File: src/rtl/pipe_pkg.sv
// Shared definitions for handshaked pipeline stages: FSM state encoding
// and default payload / stall-counter widths.
package pipe_pkg;

  localparam int WIDTH_DEF = 32;
  localparam int CNT_W_DEF = 16;

  // EMPTY: nothing held, ONE: main entry valid, TWO: main and skid valid
  typedef enum logic [1:0] {
    EMPTY = 2'd0,
    ONE   = 2'd1,
    TWO   = 2'd2
  } state_t;

endpackage

File: src/rtl/sat_cnt.sv
// Saturating up-counter with synchronous clear. Clear wins over increment;
// the count holds at all-ones once reached.
module sat_cnt #(
  parameter int CNT_W = 16
) (
  input  logic             clk,
  input  logic             rst,
  input  logic             inc,
  input  logic             clr,
  output logic [CNT_W-1:0] cnt
);

  // counter register: reset, then clear, then saturating increment
  always_ff @(posedge clk) begin
    if (rst) begin
      cnt <= '0;
    end else if (clr) begin
      cnt <= '0;
    end else if (inc && (cnt != {CNT_W{1'b1}})) begin
      cnt <= cnt + 1'b1;
    end
  end

endmodule

File: src/rtl/pipe_stage_hs.sv
// Handshaked pipeline stage with flush and a saturating stall counter.
// Build option: define PIPE_STAGE_HS_SKID_EN for a two-entry skid buffer
// with a registered o_rdy; otherwise a single entry with o_rdy = !o_vld || i_rdy.
//
// Handshake: a transfer happens on a cycle where valid and ready are both
// high at the rising edge. Once o_vld rises it stays high with o_data
// stable until a downstream transfer, flush or reset; flush beats both
// transfers and drops any same-cycle upstream payload.
import pipe_pkg::*;

module pipe_stage_hs #(
  parameter int WIDTH = WIDTH_DEF,
  parameter int CNT_W = CNT_W_DEF
) (
  input  logic             clk,
  input  logic             rst,
  input  logic             i_vld,
  output logic             o_rdy,
  input  logic [WIDTH-1:0] i_data,
  output logic             o_vld,
  input  logic             i_rdy,
  output logic [WIDTH-1:0] o_data,
  input  logic             i_flush,
  input  logic             i_cnt_clr,
  output logic [CNT_W-1:0] o_stall_cnt,
  output state_t           dbg_state
);

  state_t           state_q;
  state_t           state_d;
  logic [WIDTH-1:0] main_q;
  logic             up;
  logic             down;
  logic             stall;

  assign up        = i_vld && o_rdy;
  assign down      = o_vld && i_rdy;
  assign stall     = o_vld && !i_rdy;
  assign o_data    = main_q;
  assign dbg_state = state_q;

  // state register
  always_ff @(posedge clk) begin
    if (rst) state_q <= EMPTY;
    else     state_q <= state_d;
  end

`ifdef PIPE_STAGE_HS_SKID_EN
  logic [WIDTH-1:0] skid_q;
  logic             rdy_q;

  // next-state: fill on accept, promote skid on drain, flush empties
  always_comb begin
    state_d = state_q;
    if (i_flush) begin
      state_d = EMPTY;
    end else begin
      case (state_q)
        EMPTY:   if (up) state_d = ONE;
        ONE: begin
          if (up && !down)      state_d = TWO;
          else if (!up && down) state_d = EMPTY;
        end
        TWO:     if (down) state_d = ONE;
        default: state_d = EMPTY;
      endcase
    end
  end

  // payload registers: new data lands in main when main is free this cycle,
  // otherwise in skid; skid moves to main when main drains
  always_ff @(posedge clk) begin
    if (rst) begin
      main_q <= '0;
      skid_q <= '0;
    end else if (!i_flush) begin
      case (state_q)
        EMPTY: if (up) main_q <= i_data;
        ONE: begin
          if (up && down)  main_q <= i_data;
          else if (up)     skid_q <= i_data;
        end
        TWO:   if (down) main_q <= skid_q;
        default: ;
      endcase
    end
  end

  // ready is registered from the next state so i_rdy never reaches o_rdy combinationally
  always_ff @(posedge clk) begin
    if (rst) rdy_q <= 1'b1;
    else     rdy_q <= (state_d != TWO);
  end

  // outputs decoded from state
  always_comb begin
    o_vld = (state_q != EMPTY);
    o_rdy = rdy_q;
  end
`else
  // next-state: single entry, refilled in place on simultaneous in/out
  always_comb begin
    state_d = state_q;
    if (i_flush) begin
      state_d = EMPTY;
    end else begin
      case (state_q)
        EMPTY:   if (up) state_d = ONE;
        ONE:     if (!up && down) state_d = EMPTY;
        default: state_d = EMPTY;
      endcase
    end
  end

  // payload register loads only on an accepted, unflushed upstream transfer
  always_ff @(posedge clk) begin
    if (rst)                 main_q <= '0;
    else if (up && !i_flush) main_q <= i_data;
  end

  // outputs: ready when empty or when the held entry leaves this cycle
  always_comb begin
    o_vld = (state_q != EMPTY);
    o_rdy = (state_q == EMPTY) || i_rdy;
  end
`endif

  sat_cnt #(.CNT_W(CNT_W)) u_stall_cnt (
    .clk (clk),
    .rst (rst),
    .inc (stall),
    .clr (i_cnt_clr),
    .cnt (o_stall_cnt)
  );

endmodule
File: config.mk
export PLATFORM = sky130hd
export DESIGN_NAME = pipe_stage_hs
export DESIGN_NICKNAME = d
export VERILOG_FILES = /design/src/rtl/pipe_pkg.sv /design/src/rtl/sat_cnt.sv /design/src/rtl/pipe_stage_hs.sv
export SDC_FILE = /design/constraint.sdc
export NUM_CORES = 1
export LEC_CHECK = 0
export CORE_UTILIZATION = 41
export DETAILED_ROUTE_END_ITERATION = 7
export PLACE_DENSITY = 0.88
export SLEW_MARGIN = 5
export SYNTH_ARGS = -nofsm -noshare
export SYNTH_HDL_FRONTEND = slang
export SYNTH_SLANG_ARGS = --single-unit
File: constraint.sdc
create_clock -name clk -period 2.9 [get_ports clk]
set_clock_uncertainty 0.2 [all_clocks]
set_input_delay 0.58 -clock clk [delete_from_list [all_inputs] [get_ports clk]]
set_output_delay 0.58 -clock clk [all_outputs]
set_load 0.01 [all_outputs]
==> flow_metrics.py, run 1 <==
metrics = {
    "clock_network": {
        "ctsResizeCount": 0,
        "cts_buffer_depth": 2,
        "clock_latency_ns": 0.30,
        "h-tree-depth": 2,
        "ctsHoldBuffers": 0,
        "cts_sinks": 49,
        "numCtsBuffers": 5,
        "path_clk_slew_ns": 0.09,
        "post-cts-setup-buffers": 0,
        "tritoncts": "done",
        "cts_root_buf": "clkbuf_8",
    },
    "global_routing": {
        "grt_max_degree": 33,
        "use_met3_pct": 6.47,
        "grt_use_total_pct": 20.9,
        "antenna_found_initial": 0,
        "use_met1_pct": 24.5,
        "busiest_layer": "met2",
        "grt_overflow": 0,
        "grt_util_met2_pct": 35.6,
        "grt_pass1_vias": 1982,
        "grt_pass1_wl_mm": 8.58,
    },
    "drt": {
        "wl_mm": 5.19,
        "wl_per_cell_um": 13.4,
        "num_vias": 2073,
        "drtIter0Drc": 140,
        "drc": 0,
        "ant_nets": 0,
        "viasPerCell": 5.36,
        "drt-pass1-iter-count": 6,
    },
    "yosys": {
        "synth_seq_area_share_pct": 49.3,
        "synth_area_um2": 1990,
        "synth.top_cell.area_share_pct": 49.3,
        "avgSynthCellArea_um2": 8.03,
        "ys_top_cells_by_area": "dfxtp_1 (49%), nand2_1 (13%), a21oi_1 (11%)",
        "yosys.area.top_type": "dfxtp_1",
        "synth.net_count": 287,
        "synthCells": 248,
        "synth_edf_count": 0,
        "yosys_most_used_dff": "dfxtp_1",
        "yosys_warnings": 0,
        "async_reset_ff_share_pct": 0,
        "yosysUniqueCellTypes": 38,
        "synth_seq_cells": 49,
    },
    "layout": {
        "area_growth_pct": 52.9,
        "n_antenna_cell": 0,
        "layout_common_cells": "clkdlybuf4s50_1 (88), nand2_1 (70), dfxtp_1 (49)",
        "instances_no_fill": 387,
        "final_nets": 373,
        "seqCellArea_um2": 981,
        "fillers": 373,
        "mostFrequentLayoutCell": "clkdlybuf4s50_1",
        "multiInputGateArea_um2": 935,
        "drive_gt1_share_pct": 5.67,
    },
    "setup_path": {
        "path_class": "input port to primary output",
        "arrival_ns": 2.00,
        "critPathMaxFanout": 5,
        "end_kind": "primary output",
        "crit_required_ns": 2.12,
        "cpPeakStageDelay_ns": 0.55,
        "path_common_cell": "clkdlybuf4s50_1",
        "crit_slowest_cell": "clkdlybuf4s50_1",
        "worstSetupStartpointType": "input port",
        "path_cells": "clkdlybuf4s50_1 -> and2b_1 -> inv_1 -> clkdlybuf4s50_1",
    },
    "placement": {
        "port_buffers": 88,
        "gp_congestion": 0.843,
        "place_hpwl_mm": 3.76,
        "placed_cells": 379,
    },
    "status": {
        "outcome": "finished, final reports clean",
    },
    "floorplan": {
        "initial_utilization_pct": 44.2,
        "die-area_um2": 5140,
        "dieHeight_um": 71.7,
        "core-area_um2": 4500,
        "fp.dieW_um": 71.7,
        "rows": 24,
        "pin_count": 90,
    },
    "power": {
        "clkPwrFrac_pct": 39.4,
        "p_int_uw": 1140,
        "total_leakage_power_uw": 0.00106,
        "p_sw_uw": 304,
        "comb_power_share_pct": 11.7,
        "switching_share_pct": 21.1,
        "p_seq_share_pct": 48.9,
        "p_per_area_nw_per_um2": 473,
        "irDropWorstVdd_v": 0.000356,
    },
    "timing": {
        "finalSetupViolCount": 0,
        "finalSetupTns_ns": 0,
        "hold_viol_final": 0,
        "period_needed_ns": 2.78,
        "max_freq_mhz": 360,
        "whs_ns": 0.257,
        "rsz0062_at_grt": "false",
        "slew_headroom_pct": 46.6,
        "maxSlewViolCount": 0,
        "tightest_slew_ns": 0.793,
        "period_share_pct": 95.8,
    },
    "flow_run": {
        "drv_cap": 0,
    },
    "hold_path": {
        "hold_class": "flip-flop to flip-flop",
    },
}
==> sequential cells by signal, summed over array words and instances, names as in the netlist <==
signal,count
dbg_state,1
o_data,32
u_stall_cnt.cnt,16
==> area by class of cell <==
class / instances / area share, %
clock buffers: 5 / 2.26
clock inverters: 3 / 2.14
inverters: 3 / 0.370
multi-input cells: 182 / 30.7
flip-flops and latches: 49 / 32.2
well taps: 52 / 2.14
repair buffers: 93 / 30.2
==> synthesized netlist by cell type (2+ instances only) <==
cell type / number
a211oi_1: 2
a21oi_1: 43
and4_1: 2
buf_4: 2
clkbuf_1: 10
dfxtp_1: 49
inv_1: 3
mux2i_1: 3
nand2_1: 70
nand3_1: 6
nand3b_1: 3
nand4_1: 5
nor2_1: 5
nor3_1: 4
nor4_1: 4
o21ai_0: 9
o31ai_1: 4
or3_1: 4
==> power by group through the flow <==
| stage | sequential (uW) | combinational (uW) | clock (uW) |
|---|---|---|---|
| floorplan | 730 | 52.2 | 0 |
| global placement | 720 | 167 | 0 |
| detailed placement | 721 | 168 | 0 |
| CTS | 705 | 169 | 578 |
| global route | 708 | 183 | 606 |
| finish | 705 | 168 | 567 |
==> metal layers <==
metal / part of all wire [%] / wire (um)
met1: 42 / 2160
met2: 50 / 2610
met3: 7.4 / 386
met4: 0.75 / 39
met5: 0 / 0
==> cell families after synthesis <==
group / Yosys count / share of synthesized area [%]
AND/OR/NAND/NOR: 117 / 28.3
AO/OA/AOI/OAI: 60 / 16.0
flip-flops: 49 / 49.3
buffers and inverters: 17 / 4.02
multiplexers: 3 / 1.51
adder cells (fa/ha/maj): 1 / 0.628
other: 1 / 0.188
==> worst max-delay path: cells and delay by family <==
| kind | cells | cell delay (ns) |
|---|---|---|
| buffers and inverters | 3 | 1.18 |
| AND/OR/NAND/NOR | 1 | 0.24 |
==> path summary, 6_finish.rpt <==
path / from / slack [ns] / depth (start not counted) / end
worst max-delay path: i_rdy / 0.12 / 4 / o_rdy
worst max register to register: u_stall_cnt.cnt[0]$_SDFFE_PP0P_ / 0.81 / 5 / u_stall_cnt.cnt[0]$_SDFFE_PP0P_
worst min register to register: o_data[9]$_SDFFE_PP0P_ / 0.26 / 2 / o_data[9]$_SDFFE_PP0P_
worst min-delay path: o_data[9]$_SDFFE_PP0P_ / 0.26 / 2 / o_data[9]$_SDFFE_PP0P_
==> stage by stage <==
stage | power (uW) | cell area (um^2) | util, % | worst slack, ns
floorplan | 782 | 1990 | - | 0.664
global placement | 886 | 2910 | 64.6 | 0.166
CTS | 1450 | 3040 | 67.6 | 0.112
finish | 1440 | 3040 | 67.6 | 0.121
global route | 1500 | 3040 | 67.6 | 0.0656
detailed placement | 889 | 2910 | 64.6 | 0.118
No activity file was read; power rests on OpenSTA's default activity.
==> run 2: changes to the inputs <==
==> constraint.sdc (replaced) <==
create_clock -name clk -period 2.9 [get_ports clk]
set_clock_uncertainty 0.2 [all_clocks]
set_input_delay 0.87 -clock clk [delete_from_list [all_inputs] [get_ports clk]]
set_output_delay 0.87 -clock clk [all_outputs]
set_load 0.01 [all_outputs]
==> flow_metrics.py, run 2 (same netlist as run 1, synthesis figures left out) <==
metrics = {
    "drt": {
        "wl_mm": 5.19,
        "drt-pass1-iter-count": 6,
        "top_layer": "met4",
        "dr_wl_met3_um": 345,
        "num_vias": 2083,
        "ant_nets": 0,
        "drtIter0Drc": 183,
        "route.met2.wl_mm": 2.60,
        "drt-met1-wl_mm": 2.20,
        "wl_per_cell_um": 13.2,
        "drc": 0,
        "viasPerCell": 5.30,
    },
    "clock_network": {
        "clock_latency_ns": 0.30,
        "cts_root_buf": "clkbuf_8",
        "path_clk_slew_ns": 0.08,
        "post-cts-setup-buffers": 0,
        "tritoncts": "done",
        "cts_buffer_depth": 2,
        "cts_sinks": 49,
        "h-tree-depth": 2,
        "ctsHoldBuffers": 0,
        "numCtsBuffers": 5,
    },
    "power": {
        "irDropWorstVdd_v": 0.000320,
        "p_per_area_nw_per_um2": 418,
        "power_uw": 1270,
        "total_leakage_power_uw": 0.00106,
    },
    "timing": {
        "slew_headroom_pct": 56.0,
        "hold_viol_final": 0,
        "maxSlewViolCount": 0,
        "finalSetupTns_ns": 0,
        "whs_ns": 0.256,
        "period_share_pct": 96.1,
        "period_needed_ns": 2.79,
        "max_freq_mhz": 359,
        "finalSetupViolCount": 0,
        "rsz0062_at_grt": "false",
        "tightest_slew_ns": 0.654,
        "fin_ws_ns": 0.112,
    },
    "layout": {
        "layout_common_cells": "clkdlybuf4s50_1 (87), nand2_1 (70), dfxtp_1 (49)",
        "final_nets": 379,
        "mostFrequentLayoutCell": "clkdlybuf4s50_1",
        "postLayoutCoreUtil_pct": 67.6,
        "n_antenna_cell": 0,
        "drive_gt1_share_pct": 7.04,
        "area_growth_pct": 53.0,
        "largest_register_ffs": 32,
    },
    "setup_path": {
        "path_cells": "clkdlybuf4s50_1 -> and2b_1 -> inv_1 -> buf_2",
        "cp_num_buf_inv": 3,
        "critical-path-top-delay-family": "buffers and inverters",
        "critPathMaxFanout": 2,
        "crit_required_ns": 1.83,
        "end_kind": "primary output",
        "path_class": "input port to primary output",
        "crit_slowest_cell": "clkdlybuf4s50_1",
        "worstSetupStartpointType": "input port",
        "arrival_ns": 1.72,
        "cpPeakStageDelay_ns": 0.47,
    },
    "floorplan": {
        "fp.dieW_um": 71.7,
        "dieHeight_um": 71.7,
        "die-area_um2": 5140,
        "pin_count": 90,
        "rows": 24,
        "core-area_um2": 4500,
        "initial_utilization_pct": 44.2,
    },
    "global_routing": {
        "grt_overflow": 0,
        "grt_pass1_wl_mm": 8.42,
        "grt_max_degree": 33,
        "antenna_found_initial": 0,
        "grt_use_total_pct": 20.6,
        "grt_pass1_vias": 1895,
    },
    "placement": {
        "place_hpwl_mm": 3.76,
        "gp_congestion": 0.836,
        "port_buffers": 88,
        "pre_cts_ws_ns": -0.290,
    },
    "status": {
        "outcome": "finished, final reports clean",
    },
    "flow_run": {
        "drv_cap": 0,
    },
    "hold_path": {
        "hold_class": "flip-flop to flip-flop",
    },
}
## run 2: layout make-up
type                    instances  area (um^2)
fillers                       391         1460
flip-flops and latches         49          981
inverters                       3         11.3
multi-input cells             182          935
clock buffers                   7         76.3
well taps                      52         65.1
repair buffers                 99          971
clock inverters                 1         7.51
## run 2: timing repair
item                       in CTS  in global routing
gates cloned                    0                  0
setup endpoints to repair       1                  1
resized for setup               3                  1
## run 2: worst reg2reg max path: stages (launching register included)
cell and delay [ns]:
dfxtp_1 0.45, nand3_2 0.19, or4b_1 0.57, or4_1 0.42, a21oi_1 0.15
## run 2: report_power, final
part / leakage [uW] / internal [uW] / switching, uW
registers: 0.000399 / 694 / 11.5
clock network: 0.0000385 / 171 / 223
logic: 0.000623 / 103 / 69.5
## run 2: metrics by stage
stage               cell area [um^2]  instances
floorplan                       1990        248
finish                          3050        393
global placement                2970        385
global route                    3050        393
CTS                             3050        393
detailed placement              2970        385
## run 2: path summary, 6_finish.rpt
| path | from | to | slack [ns] | cells after the start |
|---|---|---|---|---|
| max | i_rdy | o_rdy | 0.11 | 4 |
| min | o_data[4]$_SDFFE_PP0P_ | o_data[4]$_SDFFE_PP0P_ | 0.26 | 2 |
| max reg2reg | u_stall_cnt.cnt[6]$_SDFFE_PP0P_ | u_stall_cnt.cnt[15]$_SDFFE_PP0P_ | 0.87 | 4 |
| min reg2reg | o_data[4]$_SDFFE_PP0P_ | o_data[4]$_SDFFE_PP0P_ | 0.26 | 2 |
## run 2: metal layers
metal | vias to the layer above | track usage [%]
li1 | 1038 | -
met1 | 965 | 24.4
met2 | 76 | 35.4
met3 | 4 | 7.17
met4 | 0 | 5.88
met5 | - | 0
==> run 3: changes to the inputs <==
--- a/config.mk
+++ b/config.mk
@@ -8,6 +8,7 @@
 export CORE_UTILIZATION = 41
 export DETAILED_ROUTE_END_ITERATION = 7
 export PLACE_DENSITY = 0.88
+export RECOVER_POWER = 100
 export SLEW_MARGIN = 5
 export SYNTH_ARGS = -nofsm -noshare
 export SYNTH_HDL_FRONTEND = slang
==> flow_metrics.py, run 3 (same netlist as run 1, synthesis figures left out) <==
metrics = {
    "hold_path": {
        "whs_endpoint": "o_data[4]$_SDFFE_PP0P_",
        "hp-start": "o_data[4]$_SDFFE_PP0P_",
        "hold_class": "flip-flop to flip-flop",
        "whs_path_depth": 2,
    },
    "clock_network": {
        "ctsHoldBuffers": 0,
        "cts_buffer_depth": 2,
        "h-tree-depth": 2,
        "cts_sinks": 49,
        "cts_root_buf": "clkbuf_8",
        "tritoncts": "done",
        "path_clk_slew_ns": 0.09,
        "numCtsBuffers": 5,
        "post-cts-setup-buffers": 0,
        "clock_latency_ns": 0.30,
    },
    "layout": {
        "drive_gt1_share_pct": 5.28,
        "final_nets": 379,
        "mostFrequentLayoutCell": "nand2_1",
        "area_growth_pct": 52.1,
        "layout_common_cells": "nand2_1 (70), dlygate4sd3_1 (51), dfxtp_1 (49)",
        "postLayoutCellArea_um2": 3030,
        "n_antenna_cell": 0,
        "postLayoutCoreUtil_pct": 67.2,
        "largest_register_ffs": 32,
        "instances_no_fill": 393,
    },
    "timing": {
        "maxSlewViolCount": 0,
        "finalSetupTns_ns": 0,
        "period_share_pct": 97.0,
        "hold_viol_final": 0,
        "slew_headroom_pct": 50.7,
        "rsz0062_at_grt": "false",
        "max_freq_mhz": 355,
        "tightest_slew_ns": 0.739,
        "finalSetupViolCount": 0,
        "period_needed_ns": 2.81,
    },
    "setup_path": {
        "r2r-start": "dbg_state[0]$_SDFFE_PP0P_",
        "r2r_end": "u_stall_cnt.cnt[9]$_SDFFE_PP0P_",
        "crit_slowest_cell": "clkdlybuf4s50_1",
        "rrSetupSlack_ns": 0.86,
        "critPathMaxFanout": 2,
        "arrival_ns": 1.74,
        "path_cells": "clkdlybuf4s50_1 -> and2b_1 -> inv_1 -> clkbuf_1",
        "path_class": "input port to primary output",
        "cpPeakStageDelay_ns": 0.47,
        "worstSetupStartpointType": "input port",
        "end_kind": "primary output",
        "crit_required_ns": 1.83,
        "reg2reg_depth": 5,
    },
    "global_routing": {
        "grt_pass1_wl_mm": 8.42,
        "grt_max_degree": 33,
        "antenna_found_initial": 0,
        "grt_overflow": 0,
        "grt_pass1_vias": 1895,
        "grt_use_total_pct": 20.6,
    },
    "power": {
        "power_uw": 1260,
        "p_sw_uw": 302,
        "p_per_area_nw_per_um2": 416,
        "clkPwrFrac_pct": 31.2,
        "comb_power_share_pct": 12.9,
        "total_leakage_power_uw": 0.00120,
        "p_int_uw": 959,
        "irDropWorstVdd_v": 0.000318,
        "p_seq_share_pct": 55.9,
        "switching_share_pct": 23.9,
    },
    "floorplan": {
        "die-area_um2": 5140,
        "initial_utilization_pct": 44.2,
        "fp.dieW_um": 71.7,
        "core-area_um2": 4500,
        "dieHeight_um": 71.7,
        "rows": 24,
        "pin_count": 90,
    },
    "placement": {
        "port_buffers": 88,
        "dpl_cell_area_um2": 2970,
        "placed_cells": 385,
        "place_hpwl_mm": 3.76,
        "gp_congestion": 0.836,
    },
    "flow_run": {
        "drv_cap": 0,
    },
    "drt": {
        "ant_nets": 0,
        "viasPerCell": 5.31,
        "drc": 0,
        "drt-pass1-iter-count": 6,
        "drtIter0Drc": 169,
        "num_vias": 2087,
        "wl_mm": 5.16,
        "wl_per_cell_um": 13.1,
    },
    "status": {
        "outcome": "finished, final reports clean",
    },
}
run 3: changes by cell type in the layout (fill, tap and decap cells not counted), sizes merged:
cell | before | now
buf | 12 | 5
clkbuf | 7 | 14
dlygate4sd3 | 0 | 51
clkdlybuf4s50 | 87 | 36
run 3: critical path, delay by kind of cell:
family / cells / cell delay, ns
buffers and inverters: 3 / 0.68
and+or+nand+nor: 1 / 0.19
run 3: worst max path at each step:
stage | end | cells after the start | slack [ns] | from
detailed placement | o_rdy | 4 | -0.29 | i_rdy
finish | o_rdy | 4 | 0.09 | i_rdy
global placement | o_rdy | 4 | -0.30 | i_rdy
floorplan | u_stall_cnt.cnt[15]$_SDFFE_PP0P_ | 5 | 0.37 | i_rdy
global route | o_rdy | 4 | 0.03 | i_rdy
CTS | o_rdy | 4 | 0.01 | i_rdy
run 3: layout make-up:
type | count | area [um^2]
Sequential cell | 49 | 981
Inverter | 3 | 11.3
Timing Repair Buffer | 99 | 952
Fill cell | 394 | 1480
Clock buffer | 7 | 76.3
Clock inverter | 1 | 7.51
Tap cell | 52 | 65.1
Multi-Input combinational cell | 182 | 935
run 3: layer usage:
layer / vias up / GRT usage [%] / part of all wire [%]
met3: 4 / 7.17 / 7.2
met4: 0 / 5.88 / 0.70
met5: - / 0 / 0
met2: 78 / 35.4 / 50
li1: 1040 / - / -
met1: 965 / 24.4 / 42
run 3: timing repair:
action                     in CTS  in global routing
setup endpoints to repair       1                  1
pin swaps                       0                  0
gates resized for setup         3                  1
run 3: metrics by stage:
stage | setup slack (ns) | hold WS, ns
after floorplan | 0.374 | 0.281
after global placement | -0.296 | 0.240
after detailed placement | -0.290 | 0.246
after CTS | 0.0112 | 0.258
after global routing | 0.0298 | 0.274
final | 0.0869 | 0.253
run 3: power by group through the flow:
| stage | sequential, uW | combinational, uW | clock, uW |
|---|---|---|---|
| floorplan | 730 | 52.2 | 0 |
| global placement | 720 | 172 | 0 |
| detailed placement | 721 | 174 | 0 |
| CTS | 705 | 175 | 399 |
| global route | 708 | 179 | 431 |
| finish | 704 | 163 | 393 |
